**config.mk**
```make
export PLATFORM = sky130hd
export DESIGN_NAME = instr_fetch_unit
export DESIGN_NICKNAME = d
export VERILOG_FILES = /design/src/rtl/instr_fetch_unit.sv
export SDC_FILE = /design/constraint.sdc
export NUM_CORES = 1
export LEC_CHECK = 0
export CAP_MARGIN = 20
export CORE_UTILIZATION = 47
export CTS_BUF_LIST = sky130_fd_sc_hd__clkbuf_4 sky130_fd_sc_hd__clkbuf_8 sky130_fd_sc_hd__clkbuf_16
export CTS_CLUSTER_SIZE = 40
export DETAILED_ROUTE_END_ITERATION = 6
export PLACE_DENSITY_LB_ADDON = 0.15
export SLEW_MARGIN = 20
export SYNTH_ARGS = -nofsm -noshare
export SYNTH_HDL_FRONTEND = slang
export SYNTH_SLANG_ARGS = --single-unit
```
**constraint.sdc**
```tcl
create_clock -name clock -period 2.32 [get_ports clock]
set_clock_uncertainty 0.15 [all_clocks]
set_input_delay 0.464 -clock clock [delete_from_list [all_inputs] [get_ports clock]]
set_output_delay 0.464 -clock clock [all_outputs]
set_load 0.02 [all_outputs]
```
**src/rtl/instr_fetch_unit.sv**
```systemverilog
// Fetch stage: steers the PC (ldPC/PCinc), reads the instruction at execadd over
// req/ack and hands it to the decoder over valid/ready, with redirects and timeout fault.
module instr_fetch_unit #(
  parameter int unsigned AW      = 12,
  parameter int unsigned IW      = 16,
  parameter int unsigned TIMEOUT = 255
) (
  input  logic          clock,
  input  logic          reset,
  input  logic [AW-1:0] execadd,
  output logic          ldPC,
  output logic          PCinc,
  output logic [AW-1:0] add,
  output logic          mem_req,
  output logic [AW-1:0] mem_addr,
  input  logic          mem_ack,
  input  logic [IW-1:0] mem_data,
  output logic [IW-1:0] ir,
  output logic [AW-1:0] ir_addr,
  output logic          ir_valid,
  input  logic          ir_ready,
  input  logic          redirect,
  input  logic [AW-1:0] redirect_addr,
  output logic          fetch_fault
);

  localparam int unsigned CW = 8;
  localparam int unsigned SW = 2;
  localparam logic [CW-1:0] TMO        = CW'(TIMEOUT);
  localparam logic [SW-1:0] SETTLE_CYC = SW'(2);

  typedef enum logic [2:0] {SETTLE, FETCH, ISSUE, INC, LOAD, FAULT} state_t;

  state_t        state_q, state_d;
  logic [SW-1:0] settle_q, settle_d;
  logic [CW-1:0] wait_q, wait_d, wait_inc;
  logic          pend_q, pend_d;
  logic [AW-1:0] target_q, target_d, redir_tgt;

  logic          ldpc_d, pcinc_d, mem_req_d, ir_valid_d, fault_d;
  logic [AW-1:0] add_d, mem_addr_d, ir_addr_d;
  logic [IW-1:0] ir_d;

  // Next state and next registered outputs; PC control defaults to hold (11).
  always_comb begin
    state_d    = state_q;
    settle_d   = settle_q;
    wait_d     = wait_q;
    pend_d     = pend_q;
    target_d   = target_q;
    ldpc_d     = 1'b1;
    pcinc_d    = 1'b1;
    add_d      = add;
    mem_req_d  = 1'b0;
    mem_addr_d = mem_addr;
    ir_d       = ir;
    ir_addr_d  = ir_addr;
    ir_valid_d = 1'b0;
    fault_d    = 1'b0;
    wait_inc   = wait_q + CW'(1);
    redir_tgt  = redirect ? redirect_addr : target_q;

    case (state_q)
      SETTLE, INC, LOAD, ISSUE: begin
        if (redirect) begin
          // Redirect beats a same-cycle ir_ready: the issued word is flushed.
          state_d = LOAD;
          ldpc_d  = 1'b1;
          pcinc_d = 1'b0;
          add_d   = redirect_addr;
        end else if (state_q == ISSUE) begin
          if (ir_ready) begin
            state_d = INC;
            ldpc_d  = 1'b0;
            pcinc_d = 1'b1;
          end else begin
            ir_valid_d = 1'b1;
          end
        end else if (state_q == SETTLE) begin
          if (settle_q == SW'(1)) begin
            state_d    = FETCH;
            mem_req_d  = 1'b1;
            mem_addr_d = execadd;
            wait_d     = '0;
            pend_d     = 1'b0;
          end else begin
            settle_d = settle_q - SW'(1);
          end
        end else begin
          state_d  = SETTLE;
          settle_d = SETTLE_CYC;
        end
      end

      FETCH: begin
        // The request always runs to ack; a redirect only marks it for discard.
        if (redirect) begin
          pend_d   = 1'b1;
          target_d = redirect_addr;
        end
        if (mem_ack) begin
          pend_d = 1'b0;
          if (redirect || pend_q) begin
            state_d = LOAD;
            ldpc_d  = 1'b1;
            pcinc_d = 1'b0;
            add_d   = redir_tgt;
          end else begin
            state_d    = ISSUE;
            ir_d       = mem_data;
            ir_addr_d  = mem_addr;
            ir_valid_d = 1'b1;
          end
        end else if (wait_inc == TMO) begin
          state_d = FAULT;
          fault_d = 1'b1;
        end else begin
          wait_d    = wait_inc;
          mem_req_d = 1'b1;
        end
      end

      FAULT: fault_d = 1'b1;

      default: state_d = SETTLE;
    endcase
  end

  // State and output registers; reset drives {ldPC,PCinc}=00 to clear the PC.
  always_ff @(posedge clock) begin
    if (reset) begin
      state_q     <= SETTLE;
      settle_q    <= SETTLE_CYC;
      wait_q      <= '0;
      pend_q      <= 1'b0;
      target_q    <= '0;
      ldPC        <= 1'b0;
      PCinc       <= 1'b0;
      add         <= '0;
      mem_req     <= 1'b0;
      mem_addr    <= '0;
      ir          <= '0;
      ir_addr     <= '0;
      ir_valid    <= 1'b0;
      fetch_fault <= 1'b0;
    end else begin
      state_q     <= state_d;
      settle_q    <= settle_d;
      wait_q      <= wait_d;
      pend_q      <= pend_d;
      target_q    <= target_d;
      ldPC        <= ldpc_d;
      PCinc       <= pcinc_d;
      add         <= add_d;
      mem_req     <= mem_req_d;
      mem_addr    <= mem_addr_d;
      ir          <= ir_d;
      ir_addr     <= ir_addr_d;
      ir_valid    <= ir_valid_d;
      fetch_fault <= fault_d;
    end
  end

endmodule

```
# Word level (Yosys, flattened, before mapping)

Index checks and enable logic that the tools add are counted.

Flip-flop bits (word level): 83
Output and inout port bits: 57
Logic and storage cells: 104
Bits of input ports: 45

Reduce and logical (&&, ||, !) cells: 11
Equality and inequality tests: 21
Muxes and demuxes: 52
Bitwise operators: 4
Add/sub/neg operators: 2

Operator list:

| kind                | count |
|---|---|
| $mux 12             | 4 |
| $mux 8              | 6 |
| $mux 1              | 24 |
| $mux 3              | 8 |
| $pmux 12 s2         | 1 |
| $ne 2x2->1 const B  | 10 |
| $pmux 8 s2          | 1 |
| $reduce_and 4->1    | 3 |
| $pmux 1 s2          | 5 |
| $pmux 3 s3          | 1 |
| $add 8x1->8 const B | 1 |
| $eq 8x8->1 const B  | 1 |
| $reduce_and 7->1    | 1 |
| $eq 3x2->1 const B  | 2 |
| $eq 3x3->1 const B  | 2 |
| $ne 3x3->1 const B  | 2 |
| $reduce_and 6->1    | 1 |
| $ne 5x5->1 const B  | 1 |
| $reduce_and 5->1    | 1 |
| $mux 2              | 2 |
| $ne 4x4->1 const B  | 1 |
| $not 1->1           | 4 |
| $reduce_or 4->1     | 1 |
| $eq 3x1->1 const B  | 1 |
| 6 further kinds     | 6 |

# Depth between registers and ports, before layout

Gate-level depths: netlist (run 1).

Depth in word-level cells: 6
Gate-level depth with buffers: 8
Mapped depth without buffers: 7

# Worst setup path after synthesis (run 1)

Ideal clock, no wire load.

Kind: flip-flop to flip-flop
From: register wait_q[1]
To: register mem_req
Buffers on the path: 0
Slack: 0.238 ns
Arrival: 1.814 ns
Cell stages (with the launch flop): 7
Required time: 2.052 ns
Setup time: 0.118 ns
Cells stage by stage: dfxtp_1 ha_1 nand3_1 or3_1 a22oi_1 nand2_1 o2111a_1

Word-level cells in the longest chain between the ends: 5

Ends and longest elaborated chain:

| element                | RTL line | text |
|---|---|---|
| from (decl)            | 36       | `logic [CW-1:0] wait_q, wait_d, wait_inc;` |
| from (signal assigned) | 149      | `wait_q <= wait_d;` |
| $add 8x1->8            | 60       | `wait_inc = wait_q + CW'(1);` |
| $eq 8x8->1             | 114      | `end else if (wait_inc == TMO) begin` |
| $mux 1                 | 114      |  |
| $mux 1                 | 101      | `if (mem_ack) begin` |
| $pmux 1 s2             | 63       | `case (state_q)` |
| to (signal assigned)   | 155      | `mem_req <= mem_req_d;` |
| to (decl)              | 14       | `output logic mem_req,` |

No other way between the ends.
A chain may end at the register's enable or synchronous reset.

# Worst setup path after layout (run 1)

Ends and elaborated chain as after synthesis.

==> metrics.yaml, run 1 <==
clocking:
  clk_pin_slew_ps: 90
  cts.sinks: 83
  cts-htree-levels: 3
  cts_buffers: 9
  cts_root_buf: "clkbuf_8"
  worstSkewPairLatency_ps: 350
  cts_tree: "done"
  cts_buffer_depth: 2
  postCtsSetupBuffers: 0
job:
  cap_violations: 0
placement:
  portBuffers: 101
  post-dp-hpwl_um: 5820
  postPlaceCellArea_mm2: 0.00467
  dp_slack_ps: -66.5
  place_congestion: 0.899
power:
  comb_power_share_pct: 9.8
  p_sw_share_pct: 22.8
  seqPwrFrac_pct: 50.1
  internal-power_mw: 2.26
  power_density_mw_per_mm2: 596
  ir_worst_vdd_uv: 355
  switchingPower_mw: 0.666
  clkPwrFrac_pct: 40.1
  leakagePower_nw: 1.70
worst_setup_path:
  reg2reg_to: "mem_req"
  end_kind: "flip-flop"
  required_ps: 2390
  worstPathMaxFanout: 8
  r2r-start: "wait_q[1]"
  start_kind: "flip-flop"
  criticalPathCategory: "reg -> reg"
  rrSetupSlack_ps: 110
  r2r_cells: 7
  arrival_ps: 2280
floorplanning:
  core_area_mm2: 0.00691
  dieWidth_um: 87.5
  fp-row-count: 30
  ios: 102
  design.die.area_mm2: 0.00765
  die_y_um: 87.5
  initial_core_util_pct: 49.7
hold_path:
  hold_end: "pend_q"
  hp-class: "in -> reg"
  min_path_cells: 2
  hp-start: "reset"
sta:
  post-route-period-util_pct: 95.2
  tns_ps: 0
  worst_slew_pin_slew_ps: 418
  period_needed_ps: 2210
  fmax_ghz: 0.453
  finalHoldViolations: 0
  report.final.slew_viol_count: 0
  setup_viol: 0
  holdWs_ps: 299
  grt_setup_unrepaired: "false"
  setup_ws_ps: 111
  relSlewSlack_pct: 72.1
cells_and_area:
  diodes: 0
  nNetsFinal: 582
  layout_commonest_cell: "nand2_1"
  final_cell_mix: "115 x nand2_1, 100 x clkdlybuf4s50_1, 83 x dfxtp_1"
  final_cell_area_mm2: 0.00491
  drive_gt1_share_pct: 9.28
  area_growth_pct: 42.9
logic_synthesis:
  seq_area_frac_synth_pct: 48.4
  yosysUniqueCellTypes: 49
  syn_area_mm2: 0.00343
  syn_nets: 473
  synth-seq-cells: 83
  synth_area_per_cell_um2: 8.08
  synth_cells: 425
  yosys_warnings: 0
  synth-main-ff-cell: "dfxtp_1"
  async_flop_share_pct: 0
  synth_edf_count: 0
routing:
  dr.pass1.iters: 4
  drt-initial-drc-count: 138
  drt-wirelength-per-cell_um: 13.4
  post_drt_via_cell_ratio: 5.24
  dr_total_vias: 3327
  ant_nets: 0
  drc: 0
  finalWirelength_um: 8490
global_routing:
  grt_max_degree: 30
  grtUsageTotal_pct: 23.4
  antenna_found_initial: 0
  grt_pass1_wl_um: 14100
  gr-total-overflow: 0
  grt_pass1_vias: 3127
run_status:
  outcome: "completed"
[routing by layer]
metal / wire [um] / vias to the layer above / track usage, %
met5: 0 / - / 0
met4: 108 / 0 / 9.09
met3: 540 / 10 / 4.64
met2: 4170 / 104 / 40.4
met1: 3670 / 1536 / 28.6
li1: - / 1677 / -
[timing repair]
action	CTS	global route
resized for setup	0	1
hold buffers	0	0
setup endpoints to repair	0	6
[kinds of logic (layout without fill, tap and decap cells)]
logic type      after synthesis  in the layout  share of synthesized area [%]
fa+ha+maj                     3              3                           1.09
simple gates                173            173                           21.5
flops                        83             83                           48.4
mux                          15             15                           4.37
compound gates              111            111                           19.6
buf+inv                      40            154                           5.07
[sequential cells by signal, indices dropped and copies added, names as in the netlist, 2 cells and up]
name / count
add: 12
ir: 16
ir_addr: 12
mem_addr: 12
settle_q: 2
state_q: 3
target_q: 12
wait_q: 8
[power groups by stage]
stage                     registers (mW)  clock network [mW]  logic (mW)
after floorplan                     1.53                   0      0.0969
after global placement              1.50                   0       0.283
after detailed placement            1.50                   0       0.286
after CTS                           1.47                1.19       0.288
after global routing                1.47                1.26       0.311
final                               1.47                1.17       0.286
[cells in the mapped netlist, drive strengths merged (3+ instances only)]
master | number | area share [%]
a22oi | 4 | 0.87
inv | 12 | 1.3
clkbuf | 21 | 2.3
dfxtp | 83 | 48
a211oi | 12 | 2.6
a21oi | 62 | 9.0
or3 | 5 | 0.91
a31oi | 3 | 0.55
o21ai | 6 | 0.87
mux2i | 15 | 4.4
a21o | 3 | 0.66
nor2 | 29 | 3.2
nand2 | 115 | 13
nor3 | 3 | 0.44
nand3 | 4 | 0.58
o22ai | 4 | 0.73
buf | 7 | 1.5
ha | 3 | 1.1
[how the worst max path moves through the flow]
| stage | slack (ps) | to | cells past startpoint | start |
|---|---|---|---|---|
| final | 110 | mem_req | 7 | wait_q[1] |
| after detailed placement | -70 | ir[8] | 5 | mem_ack |
| after global routing | 5 | wait_q[6] | 7 | wait_q[1] |
| after global placement | -20 | ir_addr[8] | 5 | mem_ack |
| after CTS | 80 | mem_req | 7 | wait_q[1] |
| after floorplan | 240 | mem_req | 6 | wait_q[1] |
[cell type report]
type	count	area (um^2)
clock buffer	11	145
tap	96	120
sequential	83	1660
multi-input combinational	302	1620
clock inverter	5	85.1
timing repair buffer	126	1230
fill	593	2000
inverter	12	45.0
[metrics by stage]
step	utilization [%]	power, mW	std cells
final	71.0	2.93	635
after global routing	71.0	3.05	635
after CTS	71.0	2.95	635
after detailed placement	67.6	1.79	619
after global placement	67.6	1.78	619
after floorplan	-	1.62	425
[worst max-delay path: stages, from the launching register on]
cell	delay [ps]
dfxtp_1	460
ha_1	230
inv_1	40
or4_1	510
a22oi_1	190
buf_4	160
nand2_1	70
o2111a_1	270
Power figures use the tool's default switching activity.
==> inputs of run 2 (changes only) <==
- clock period: 2.32 -> 2.5 ns (I/O delays scaled with it)
==> run 2 against run 1 <==
Compared with the run above: via count shrank 0.27%; worst setup slack gained 63 ps; sequential power shrank 7%; clock power shrank 26%; non-clock buffer count shrank 6; sequential cell count is the same; routed wire length shrank 1.4%; fmax shrank 5.0%; sequential share of layout area grew 0.72 points.
==> metrics.yaml, run 2 (synthesis results as in run 1) <==
run_status:
  outcome: "completed"
floorplanning:
  design.die.area_mm2: 0.00765  # unchanged
  core_area_mm2: 0.00691  # unchanged
  ios: 102  # unchanged
  fp-row-count: 30  # unchanged
  dieWidth_um: 87.5  # unchanged
  die_y_um: 87.5  # unchanged
  initial_core_util_pct: 49.7  # unchanged
routing:
  drt-wirelength-per-cell_um: 13.3  # -0.42%
  finalWirelength_um: 8380  # -1.4%
  drc: 0  # unchanged
  post_drt_via_cell_ratio: 5.28  # +0.68%
  drt-initial-drc-count: 168  # +22%
  ant_nets: 0  # unchanged
  dr_total_vias: 3318  # -0.27%
  dr.pass1.iters: 4  # unchanged
global_routing:
  gr-total-overflow: 0  # unchanged
  grt_max_degree: 30  # unchanged
  grt_pass1_wl_um: 13800  # -1.7%
  antenna_found_initial: 0  # unchanged
  grtUsageTotal_pct: 22.9  # -0.46 points
  grt_pass1_vias: 3086  # -1.3%
job:
  cap_violations: 0  # unchanged
power:
  leakagePower_nw: 1.65  # -3.1%
  power_density_mw_per_mm2: 519  # -13%
  ir_worst_vdd_uv: 349  # -1.7%
  power.total_mw: 2.49  # -15%
worst_setup_path:
  required_ps: 2580  # +190 ps
  crit_chain: "ha_1, nand3_1, or3_1, a22oi_1, nand2_1, o2111a_1"
  end_kind: "flip-flop"
  rrSetupSlack_ps: 170  # +60 ps
  cpMaxStageDelayCell: "dfxtp_1"
  worstPathMaxFanout: 8  # unchanged
  start_kind: "flip-flop"
  r2r-start: "wait_q[1]"
  arrival_ps: 2410  # +130 ps
  slowest_delay_ps: 460  # -50 ps
  critPathBufInv: 0  # -2
  critPathLaunch: "wait_q[1]"
  criticalPathCategory: "reg -> reg"
  path_delay_family: "simple AND/OR/NAND/NOR gates"
sta:
  setup_viol: 0  # unchanged
  relSlewSlack_pct: 69.7  # -2.3 points
  worst_slew_pin_slew_ps: 453  # +35.1 ps
  post-route-period-util_pct: 93.1  # -2.2 points
  period_needed_ps: 2330  # +117 ps
  setup_ws_ps: 173  # +62.8 ps
  fmax_ghz: 0.430  # -5.0%
  tns_ps: 0  # unchanged
  report.final.slew_viol_count: 0  # unchanged
  finalHoldViolations: 0  # unchanged
  holdWs_ps: 306  # +6.31 ps
  grt_setup_unrepaired: "false"
clocking:
  cts_buffers: 9  # unchanged
  cts_root_buf: "clkbuf_8"
  postCtsSetupBuffers: 0  # unchanged
  worstSkewPairLatency_ps: 350  # about the same
  cts.sinks: 83  # unchanged
  post_cts_resized: 0  # unchanged
  clk_pin_slew_ps: 90  # about the same
  cts_tree: "done"
  cts-htree-levels: 3  # unchanged
  postCtsHoldBufs: 0  # unchanged
  cts_buffer_depth: 2  # unchanged
cells_and_area:
  final_cell_mix: "115 x nand2_1, 100 x clkdlybuf4s50_1, 83 x dfxtp_1"
  diodes: 0  # unchanged
  nNetsFinal: 576  # -1.0%
  area_growth_pct: 39.9
  finalNonFillerCells: 629  # -0.94%
  largest_register_ffs: 16  # unchanged
  layout_commonest_cell: "nand2_1"
  regMostFlops: "ir"
  num-fill-cells: 612  # +3.2%
  drive_gt1_share_pct: 8.07  # -1.2 points
hold_path:
  hp-start: "ir_addr[4]"
  hp-class: "reg -> reg"
placement:
  post-dp-hpwl_um: 5840  # +0.26%
  dp_slack_ps: 172  # +239 ps
  portBuffers: 101  # unchanged
  place_congestion: 0.857  # -4.6%
  place_inst: 613  # -0.97%
## run 2: power breakdown
part | switching, mW | internal [mW] | total [mW] | leakage, nW
Clock | 0.501 | 0.367 | 0.868 | 0.0871
Sequential | 0.0158 | 1.35 | 1.36 | 0.673
Combinational | 0.122 | 0.140 | 0.262 | 0.885
Total | 0.639 | 1.85 | 2.49 | 1.65
## run 2: tightest hold or removal path, stage by stage (launching register included)
cell and delay, ps:
dfxtp_1 310, nand2_1 50, a21oi_1 50
## run 2: through the flow
step | instance area, um^2 | utilization (%)
floorplan | 3430 | -
global route | 4800 | 69.5
CTS | 4800 | 69.5
finish | 4800 | 69.5
global placement | 4630 | 67.0
detailed placement | 4630 | 67.0
## run 2: area by class of cell
class | count | area (um^2) | area share [%]
clock inverter | 7 | 53.8 | 1.12
clock buffer | 9 | 124 | 2.58
timing repair buffer | 120 | 1190 | 24.7
sequential | 83 | 1660 | 34.6
multi-input combinational | 302 | 1610 | 33.6
inverter | 12 | 45.0 | 0.938
tap | 96 | 120 | 2.50
## run 2: metal layers
layer / track usage (%) / part of all wire [%]
met5: 0 / 0
met4: 8.35 / 1.4
met3: 5.12 / 6.7
met2: 39.7 / 47
met1: 27.8 / 44
## run 2: path summary, 6_finish.rpt
| kind | cells after the start | to |
|---|---|---|
| hold reg to reg | 2 | ir_addr[4] |
| setup reg to reg | 6 | mem_req |
| setup / recovery | 6 | mem_req |
| hold / removal | 2 | ir_addr[4] |
==> variant: new RTL, settings of run 2 <==
Change the parameter `AW` from 12 to 13.
--- a/src/rtl/instr_fetch_unit.sv
+++ b/src/rtl/instr_fetch_unit.sv
@@ -2,5 +2,5 @@
 // req/ack and hands it to the decoder over valid/ready, with redirects and timeout fault.
 module instr_fetch_unit #(
-  parameter int unsigned AW      = 12,
+  parameter int unsigned AW      = 13,
   parameter int unsigned IW      = 16,
   parameter int unsigned TIMEOUT = 255
Ports: changed (5 resized); port bits go from 102 to 107. The function was not compared with the original's and may differ.
==> variant against run 2 <==
- die area is 5.2% higher
- first-iteration DRC count rose by 22%
- final cell count grew 5.7%
- wire length rose by 9.8%
- maximum frequency is 0.70% higher
- global-route usage increased by 0.11 points
- power rose by 15%
- area after synthesis rose by 5.3%
- design area up 5.6%
- sequential cell count is 4 higher
- sequential power is 5% higher
- worst setup slack gained 0.016 ns
- sequential share of layout area is 0.24 points lower
- largest cell class unchanged
==> variant: results (changes against run 2) <==
clkbuf count=10 (+1); Seq cells post-synth=87 (+4.8%); CP peak stage delay=0.42 ns (-0.04 ns); Logic inverters=7 (-5); synth cell count leaders=nand2_1 (132), dfxtp_1 (87), a21oi_1 (62), nor2_1 (36); leakage=1.77 nW (+7.4%); Max rail drop VDD=0.332 mV (-4.9%); CP max FO=8 (unchanged); Max Used Layer=met4; pre-CTS setup slack=0.00987 ns (-0.162 ns); GR Util met2=0.369 (-0.0278); Seq/Total Area, Yosys=0.482 (-0.00230); vias in the first global route=3155 (+2.2%); WL met2=4410 um (+11%); antenna violations before repair=0 (unchanged); gpl congestion=0.861 (+0.38%); share of cells above drive strength 1=0.0866 (+0.00590); bufs w/o clock=124 (+3.3%); #MultiIn Comb=333 (+10%); status=complete, no violations; M1 GR Usage=0.302 (+0.0233); buffering overhead=0.240 (-0.00724); Synthesis Warnings=0 (unchanged); Final nets=612 (+6.3%); setup bufs post-CTS=0 (unchanged); GRT met3 Usage=0.0406 (-0.0106); dpl hpwl=6150 um (+5.5%); post-synth cell types=52 (+6.1%); via/cell ratio=5.23 (-0.91%); Reg with most FFs=ir; metal3 WL=556 um (-1.2%); initial DRC count=205 (+22%); multi-input combinational area share=0.340 (+0.00456); Largest register FFs=16 (unchanged); Least-Margin Pin Slew=0.948 ns (+0.495 ns); largest net degree at the start of global routing=37 (+23%); Pint=2.23 mW (+20%); overall routed net length=9200 um (+9.8%); Worst-Skew Late Latency=0.35 ns (about the same); syn nets=508 (+7.4%); Max Root-Sink Buffers=2 (unchanged); met1 WL=4070 um (+9.3%); clock buffer count from CTS=9 (unchanged); Reg area=1740 sq um (+4.9%); first-pass GRT wire length=15300 um (+10%); slowest CP cell=dfxtp_2; overall global routing resource usage=0.231 (+0.00113); Filler Cell Count=581 (-5.1%); ranking of synthesized cells by area=dfxtp_1 (48%), nand2_1 (14%), a21oi_1 (8.6%); clk cell area share=0.0469 (+0.00987); port bufs=106 (+5.0%)
[variant: cell count changes after synthesis, sizes merged, moves of 4 or more]
cell    change
nor3        +7
nand2      +17
a311oi     +12
a211oi     -10
mux2i      -12
buf         +4
inv         -5
o21ai      +15
dfxtp       +4
nand2b      +4
nor2        +8
[variant: through the flow]
stage,hold slack [ns],std cells,instance area (sq um)
2_1_floorplan,0.287,458,3620
3_3_place_gp,0.290,650,4830
3_5_place_dp,0.296,650,4830
4_1_cts,0.308,665,5070
5_1_grt,0.325,665,5070
6_report,0.304,665,5070
[variant: power groups by stage]
stage | clock network, mW | logic, mW | registers, mW
detailed placement | 0 | 0.271 | 1.46
CTS | 1.19 | 0.273 | 1.43
global route | 1.26 | 0.293 | 1.44
global placement | 0 | 0.268 | 1.46
finish | 1.17 | 0.273 | 1.43
floorplan | 0 | 0.0957 | 1.49
[variant: worst min-delay path, stage by stage (launching register included)]
cell,delay [ns]
dfxtp_1,0.31
nand2_1,0.05
a21oi_1,0.05
[variant: final timing paths]
kind	cells after the start	startpoint	slack (ns)	to
worst max-delay path	7	wait_q[1]$_SDFFE_PP0P_	0.19	wait_q[0]$_SDFFE_PP0P_
worst min-delay path	2	ir_addr[1]$_SDFFE_PP0P_	0.30	ir_addr[1]$_SDFFE_PP0P_
worst max register to register	7	wait_q[1]$_SDFFE_PP0P_	0.19	wait_q[0]$_SDFFE_PP0P_
worst min register to register	2	ir_addr[1]$_SDFFE_PP0P_	0.30	ir_addr[1]$_SDFFE_PP0P_
[variant: cell families (layout without fill, tap and decap cells)]
kind of cell,count (synthesis),count (layout),share of synthesized area
simple gates,208,208,0.251
compound gates,116,116,0.198
flops,87,87,0.482
buf+inv,38,146,0.0433
mux,4,4,0.0114
fa+ha+maj,3,3,0.0104
xor+xnor,2,2,0.00485
